File: src/rtl/hash_pkg.sv
//============================================================================
// Module      : hash_pkg
// Description : Shared types and constants for the hash core command
//               initiator: FSM state encoding, operand count and widths.
// Revision    : 1.0 - initial release
//============================================================================
`default_nettype none

package hash_pkg;

    // Initiator FSM states, 2-bit encoding
    typedef enum logic [1:0] {
        IDLE   = 2'd0,
        LAUNCH = 2'd1,
        WAIT   = 2'd2,
        RESULT = 2'd3
    } hash_state_e;

    localparam int HASH_NWORDS = 4;
    localparam int HASH_WORD_W = 32;
    localparam int HASH_AG_W   = 5;

endpackage : hash_pkg

`default_nettype wire

File: src/rtl/hash_timeout_ctr.sv
//============================================================================
// Module      : hash_timeout_ctr
// Description : Cycle counter bounding the wait for hash core completion.
//               Clears to 0, counts up while enabled and saturates at the
//               terminal count TIMEOUT_CYCLES-1.
// Ports       : clk    - clock, rising edge
//               rst_n  - synchronous active-low reset
//               i_clr  - clear counter to 0 (priority over i_en)
//               i_en   - count enable
//               o_tc   - counter equals TIMEOUT_CYCLES-1
// Revision    : 1.0 - initial release
//============================================================================
`default_nettype none

module hash_timeout_ctr #(
    parameter int TIMEOUT_CYCLES = 1024,
    localparam int TO_W          = $clog2(TIMEOUT_CYCLES + 1)
) (
    input  logic clk,
    input  logic rst_n,
    input  logic i_clr,
    input  logic i_en,
    output logic o_tc
);

    localparam logic [TO_W-1:0] c_term_cnt = TO_W'(TIMEOUT_CYCLES - 1);

    logic [TO_W-1:0] r_cnt_q;
    logic [TO_W-1:0] w_cnt_d;

    assign o_tc = (r_cnt_q == c_term_cnt);

    always_comb begin
        w_cnt_d = r_cnt_q;
        if (i_clr) begin
            w_cnt_d = '0;
        end else if (i_en && !o_tc) begin
            w_cnt_d = r_cnt_q + 1'b1;
        end
    end

    always_ff @(posedge clk) begin
        if (!rst_n) begin
            r_cnt_q <= '0;
        end else begin
            r_cnt_q <= w_cnt_d;
        end
    end

endmodule : hash_timeout_ctr

`default_nettype wire

File: src/rtl/hash_cmd_initiator.sv
//============================================================================
// Module      : hash_cmd_initiator
// Description : Initiator-side driver for the hash core START/REG1..REG4/
//               AG/DONE interface. Collects four operand words from the
//               host, launches the core, waits for DONE with a timeout and
//               returns the 5-bit AG result over a valid/ready port.
// Ports       : CLK, RESET_n       - clock, synchronous active-low reset
//               WR_VALID/WR_DATA/WR_READY - host operand write port
//               FLUSH              - drop partially collected operands (IDLE)
//               START, REG1..REG4  - launch pulse and operands to the core
//               DONE, AG           - completion and result from the core
//               RES_VALID/RES_AG/RES_ERR/RES_READY - host result port
//               BUSY               - high outside IDLE
// Revision    : 1.0 - initial release
//============================================================================
`default_nettype none

module hash_cmd_initiator
    import hash_pkg::*;
#(
    parameter int TIMEOUT_CYCLES = 1024
) (
    input  logic                   CLK,
    input  logic                   RESET_n,
    input  logic                   WR_VALID,
    input  logic [HASH_WORD_W-1:0] WR_DATA,
    output logic                   WR_READY,
    input  logic                   FLUSH,
    output logic                   START,
    output logic [HASH_WORD_W-1:0] REG1,
    output logic [HASH_WORD_W-1:0] REG2,
    output logic [HASH_WORD_W-1:0] REG3,
    output logic [HASH_WORD_W-1:0] REG4,
    input  logic                   DONE,
    input  logic [HASH_AG_W-1:0]   AG,
    output logic                   RES_VALID,
    output logic [HASH_AG_W-1:0]   RES_AG,
    output logic                   RES_ERR,
    input  logic                   RES_READY,
    output logic                   BUSY
);

    localparam logic [1:0] c_last_word = 2'(HASH_NWORDS - 1);

    hash_state_e                                r_state_q,     w_state_d;
    logic [1:0]                                 r_cnt_q,       w_cnt_d;
    logic [HASH_NWORDS-1:0][HASH_WORD_W-1:0]    r_reg_q,       w_reg_d;
    logic                                       r_start_q,     w_start_d;
    logic                                       r_res_valid_q, w_res_valid_d;
    logic [HASH_AG_W-1:0]                       r_res_ag_q,    w_res_ag_d;
    logic                                       r_res_err_q,   w_res_err_d;
    logic                                       r_busy_q,      w_busy_d;

    logic w_wr_ready;
    logic w_wr_accept;
    logic w_to_tc;

    // Ready is forced low during reset so no word is taken in that cycle
    assign w_wr_ready  = RESET_n && (r_state_q == IDLE);
    assign w_wr_accept = WR_VALID && w_wr_ready && !FLUSH;

    // Counter is held at 0 outside WAIT, so it restarts on each WAIT entry
    hash_timeout_ctr #(
        .TIMEOUT_CYCLES (TIMEOUT_CYCLES)
    ) u_timeout_ctr (
        .clk   (CLK),
        .rst_n (RESET_n),
        .i_clr (r_state_q != WAIT),
        .i_en  (r_state_q == WAIT),
        .o_tc  (w_to_tc)
    );

    always_comb begin
        w_state_d     = r_state_q;
        w_cnt_d       = r_cnt_q;
        w_reg_d       = r_reg_q;
        w_start_d     = 1'b0;
        w_res_valid_d = r_res_valid_q;
        w_res_ag_d    = r_res_ag_q;
        w_res_err_d   = r_res_err_q;
        w_busy_d      = r_busy_q;

        case (r_state_q)
            IDLE: begin
                if (FLUSH) begin
                    // Flush beats a concurrent write; operands are kept
                    w_cnt_d = 2'd0;
                end else if (w_wr_accept) begin
                    w_reg_d[r_cnt_q] = WR_DATA;
                    w_cnt_d          = r_cnt_q + 2'd1;
                    if (r_cnt_q == c_last_word) begin
                        w_state_d = LAUNCH;
                        w_start_d = 1'b1;
                        w_busy_d  = 1'b1;
                    end
                end
            end
            LAUNCH: begin
                w_state_d = WAIT;
            end
            WAIT: begin
                // DONE has priority over a coincident timeout
                if (DONE) begin
                    w_res_ag_d    = AG;
                    w_res_err_d   = 1'b0;
                    w_res_valid_d = 1'b1;
                    w_state_d     = RESULT;
                end else if (w_to_tc) begin
                    w_res_ag_d    = '0;
                    w_res_err_d   = 1'b1;
                    w_res_valid_d = 1'b1;
                    w_state_d     = RESULT;
                end
            end
            RESULT: begin
                if (RES_READY) begin
                    w_res_valid_d = 1'b0;
                    w_busy_d      = 1'b0;
                    w_state_d     = IDLE;
                end
            end
            default: begin
                w_state_d = IDLE;
                w_busy_d  = 1'b0;
            end
        endcase
    end

    always_ff @(posedge CLK) begin
        if (!RESET_n) begin
            r_state_q     <= IDLE;
            r_cnt_q       <= 2'd0;
            r_reg_q       <= '0;
            r_start_q     <= 1'b0;
            r_res_valid_q <= 1'b0;
            r_res_ag_q    <= '0;
            r_res_err_q   <= 1'b0;
            r_busy_q      <= 1'b0;
        end else begin
            r_state_q     <= w_state_d;
            r_cnt_q       <= w_cnt_d;
            r_reg_q       <= w_reg_d;
            r_start_q     <= w_start_d;
            r_res_valid_q <= w_res_valid_d;
            r_res_ag_q    <= w_res_ag_d;
            r_res_err_q   <= w_res_err_d;
            r_busy_q      <= w_busy_d;
        end
    end

    assign WR_READY  = w_wr_ready;
    assign START     = r_start_q;
    assign REG1      = r_reg_q[0];
    assign REG2      = r_reg_q[1];
    assign REG3      = r_reg_q[2];
    assign REG4      = r_reg_q[3];
    assign RES_VALID = r_res_valid_q;
    assign RES_AG    = r_res_ag_q;
    assign RES_ERR   = r_res_err_q;
    assign BUSY      = r_busy_q;

endmodule : hash_cmd_initiator

`default_nettype wire
File: config.mk
export PLATFORM = sky130hd
export DESIGN_NAME = hash_cmd_initiator
export DESIGN_NICKNAME = d
export VERILOG_FILES = /design/src/rtl/hash_pkg.sv /design/src/rtl/hash_timeout_ctr.sv /design/src/rtl/hash_cmd_initiator.sv
export SDC_FILE = /design/constraint.sdc
export NUM_CORES = 1
export LEC_CHECK = 0
export ABC_AREA = 1
export CAP_MARGIN = 20
export CORE_UTILIZATION = 30
export DETAILED_ROUTE_END_ITERATION = 10
export PLACE_DENSITY = 0.65
export SYNTH_ARGS = -nofsm -noshare
export SYNTH_HDL_FRONTEND = slang
export SYNTH_SLANG_ARGS = --single-unit
export TNS_END_PERCENT = 5
File: constraint.sdc
create_clock -name CLK -period 1.7 [get_ports CLK]
set_clock_uncertainty 0.1 [all_clocks]
set_input_delay 0.255 -clock CLK [delete_from_list [all_inputs] [get_ports CLK]]
set_output_delay 0.255 -clock CLK [all_outputs]
set_load 0.02 [all_outputs]
==> reports/qor.yml <==
synthesis:
  synth_area_um2: 5740
  synth_seq_area_share: 0.530
  synth_cells: 739
  syn_nets: 791
  async_flop_share: 0
  ys_ff_latch: 152
  syn_avg_cell_area_um2: 7.77
  synth_edf_count: 0
  yosys_warnings: 0
  synth_cell_type_count: 33
  synth_flop_cell: "dfxtp_1"
sta:
  setup_violations: 0
  tightest_slew_ns: 0.512
  hold_viol: 0
  max_slew_margin: 0.659
  fmax_mhz: 625
  finalMaxSlewViolations: 0
  rsz0062_at_grt: "no"
  post-route-period-util: 0.941
  fin_setup_tns_ns: 0
  whs_ns: 0.158
  finalCriticalPeriod_ns: 1.60
  postLayoutSetupSlackWorst_ns: 0.0997
placement:
  gp_congestion: 0.825
  post-place-ws_ns: -0.112
  numPortBuffers: 180
  hpwl_um: 11900
clock_tree:
  clock_latency_ns: 0.42
  cts.clk_slew.worst_paths_ns: 0.06
  cts_tree: "yes"
  cts_num_sinks: 152
  htreeDepth: 4
  cts-hold-fix-buffers: 0
  cts_buffer_depth: 2
  root_buffer: "clkbuf_16"
  cts_buffers: 17
pwr:
  power_density_nw_per_um2: 957
  ir_drop_v: 0.000704
  p_leak_nw: 3.96
grt:
  use_met3: 0.0550
  grt_pass1_vias: 5110
  antenna_found_initial: 0
  grt_pass1_wl_um: 27100
  overflow: 0
  grt_max_degree: 134
  gr-usage-all-layers: 0.178
  met1_usage: 0.222
  top_usage_layer: "met2"
  met2_usage: 0.289
layout:
  post-route-util: 0.454
  drive_gt1_frac: 0.0922
  synthToLayoutAreaGrowth_pct: 47.8
  nFillCells: 1889
  antenna_cells: 0
  nNetsFinal: 983
floorplan:
  row_count: 50
  dieArea_um2: 19700
  fp.dieW_um: 140
  core_area_um2: 18700
  die_h_um: 140
  io_pins: 181
  start_util: 0.307
worst_setup_path:
  crit_family: "simple AND/OR/NAND/NOR gates"
  reg2reg_slack_ns: 0.1
  cp-end-kind: "flop"
  slowest_stage: "dfxtp_1"
  critical_path.cell_chain: "inv_2, ha_4, nand4_4, nor2_4, inv_2, buf_12, nor2_1, nor2_1"
  max_stage_delay_ns: 0.32
  cp_max_fo: 16
  cp.arrival_ns: 1.81
  criticalPathCategory: "reg -> reg"
  startpoint_type: "flop"
  required_ns: 1.91
  cp_num_buf_inv: 3
run:
  cap_violations: 0
drt:
  drc: 0
  antenna_left: 0
  post_drt_wl_per_cell_um: 14.6
  wirelength_um: 17200
  vias: 5349
  viasPerCell: 4.54
  drt_iter0_drc: 235
  drt_pass1_iterations: 4
min_path:
  worstHoldPathType: "in -> reg"
outcome:
  status: "complete, no violations"
[cell usage after synthesis (all sizes together) (3+ instances only)]
| library cell | n | area, um2 |
|---|---|---|
| ha | 9 | 113 |
| inv | 27 | 106 |
| nand3 | 13 | 70.1 |
| o21ai | 132 | 661 |
| clkinv | 3 | 15.0 |
| nor2 | 272 | 1040 |
| a21oi | 19 | 98.9 |
| clkbuf | 19 | 78.8 |
| buf | 21 | 164 |
| dfxtp | 152 | 3040 |
| nor3 | 3 | 15.0 |
| nand4 | 3 | 33.8 |
| nand2 | 59 | 254 |
[stage by stage]
| stage | total power, mW | area, um2 | std cells |
|---|---|---|---|
| 6_report | 8.12 | 8490 | 1178 |
| 2_1_floorplan | 3.99 | 5740 | 739 |
| 4_1_cts | 8.20 | 8480 | 1178 |
| 5_1_grt | 8.42 | 8490 | 1178 |
| 3_3_place_gp | 4.31 | 8030 | 1146 |
| 3_5_place_dp | 4.31 | 8030 | 1146 |
[routing by layer]
layer | vias up | share of wire
met5 | - | 0
met4 | 0 | 0.019
met3 | 28 | 0.074
met2 | 164 | 0.46
met1 | 2410 | 0.45
li1 | 2747 | -
[flip-flops by register name, summed over array words and instances, names as in the netlist]
name	cells
BUSY	1
REG1	32
REG2	32
REG3	32
REG4	32
RES_AG	5
RES_ERR	1
RES_VALID	1
START	1
r_cnt_q	2
r_state_q	2
u_timeout_ctr.r_cnt_q	11
[worst register-to-register path, stage by stage (launching register included)]
cell	delay, ns
dfxtp_1	0.32
inv_2	0.08
ha_4	0.16
nand4_4	0.13
nor2_4	0.24
inv_2	0.11
buf_12	0.16
nor2_1	0.13
nor2_1	0.06
[repair_timing]
item | CTS | global route
gates resized for setup | 142 | 6
setup endpoints to repair | 138 | 30
pin swaps | 0 | 2
setup buffers | 0 | 0
hold endpoints to repair | 0 | 0
[cells by family after synthesis]
group / Yosys count / share of synthesized area
flip-flops: 152 / 0.530
AO/OA/AOI/OAI: 153 / 0.135
adder cells (fa/ha/maj): 9 / 0.0196
XOR/XNOR: 2 / 0.00305
AND/OR/NAND/NOR: 353 / 0.249
buffers and inverters: 70 / 0.0634
[cell usage in the layout (no fill, tap or decap), drive strengths merged, types with 8 or more instances in the layout]
cell	n
nor2	272
clkbuf	21
buf	35
inv	29
nand2	59
o21ai	132
clkinv	8
dfxtp	152
ha	9
nand3	13
dlygate4sd2	137
clkdlybuf4s50	41
a21oi	19
[power breakdown]
part           internal [mW]  switching (mW)  total (mW)
Sequential              3.62          0.0322        3.65
Combinational          0.230           0.309       0.538
Clock                   2.43            1.50        3.93
[worst paths after layout]
path	endpoint	start	cells past startpoint
worst max-delay path	REG4[9]	r_state_q[0]	8
worst min-delay path	r_cnt_q[0]	RESET_n	3
worst max register to register	REG4[9]	r_state_q[0]	8
worst min register to register	u_timeout_ctr.r_cnt_q[10]	u_timeout_ctr.r_cnt_q[10]	2
[final cells by class]
cell class                 instances  area [um2]  area share
clock buffer                      21         470      0.0554
clock inverter                    11         144      0.0170
inverter                          30         121      0.0143
multi-input combinational        517        2350       0.277
sequential                       152        3040       0.358
tap                              234         293      0.0345
timing repair buffer             213        2070       0.244
Note: power is estimated with default switching activity, not from simulation.
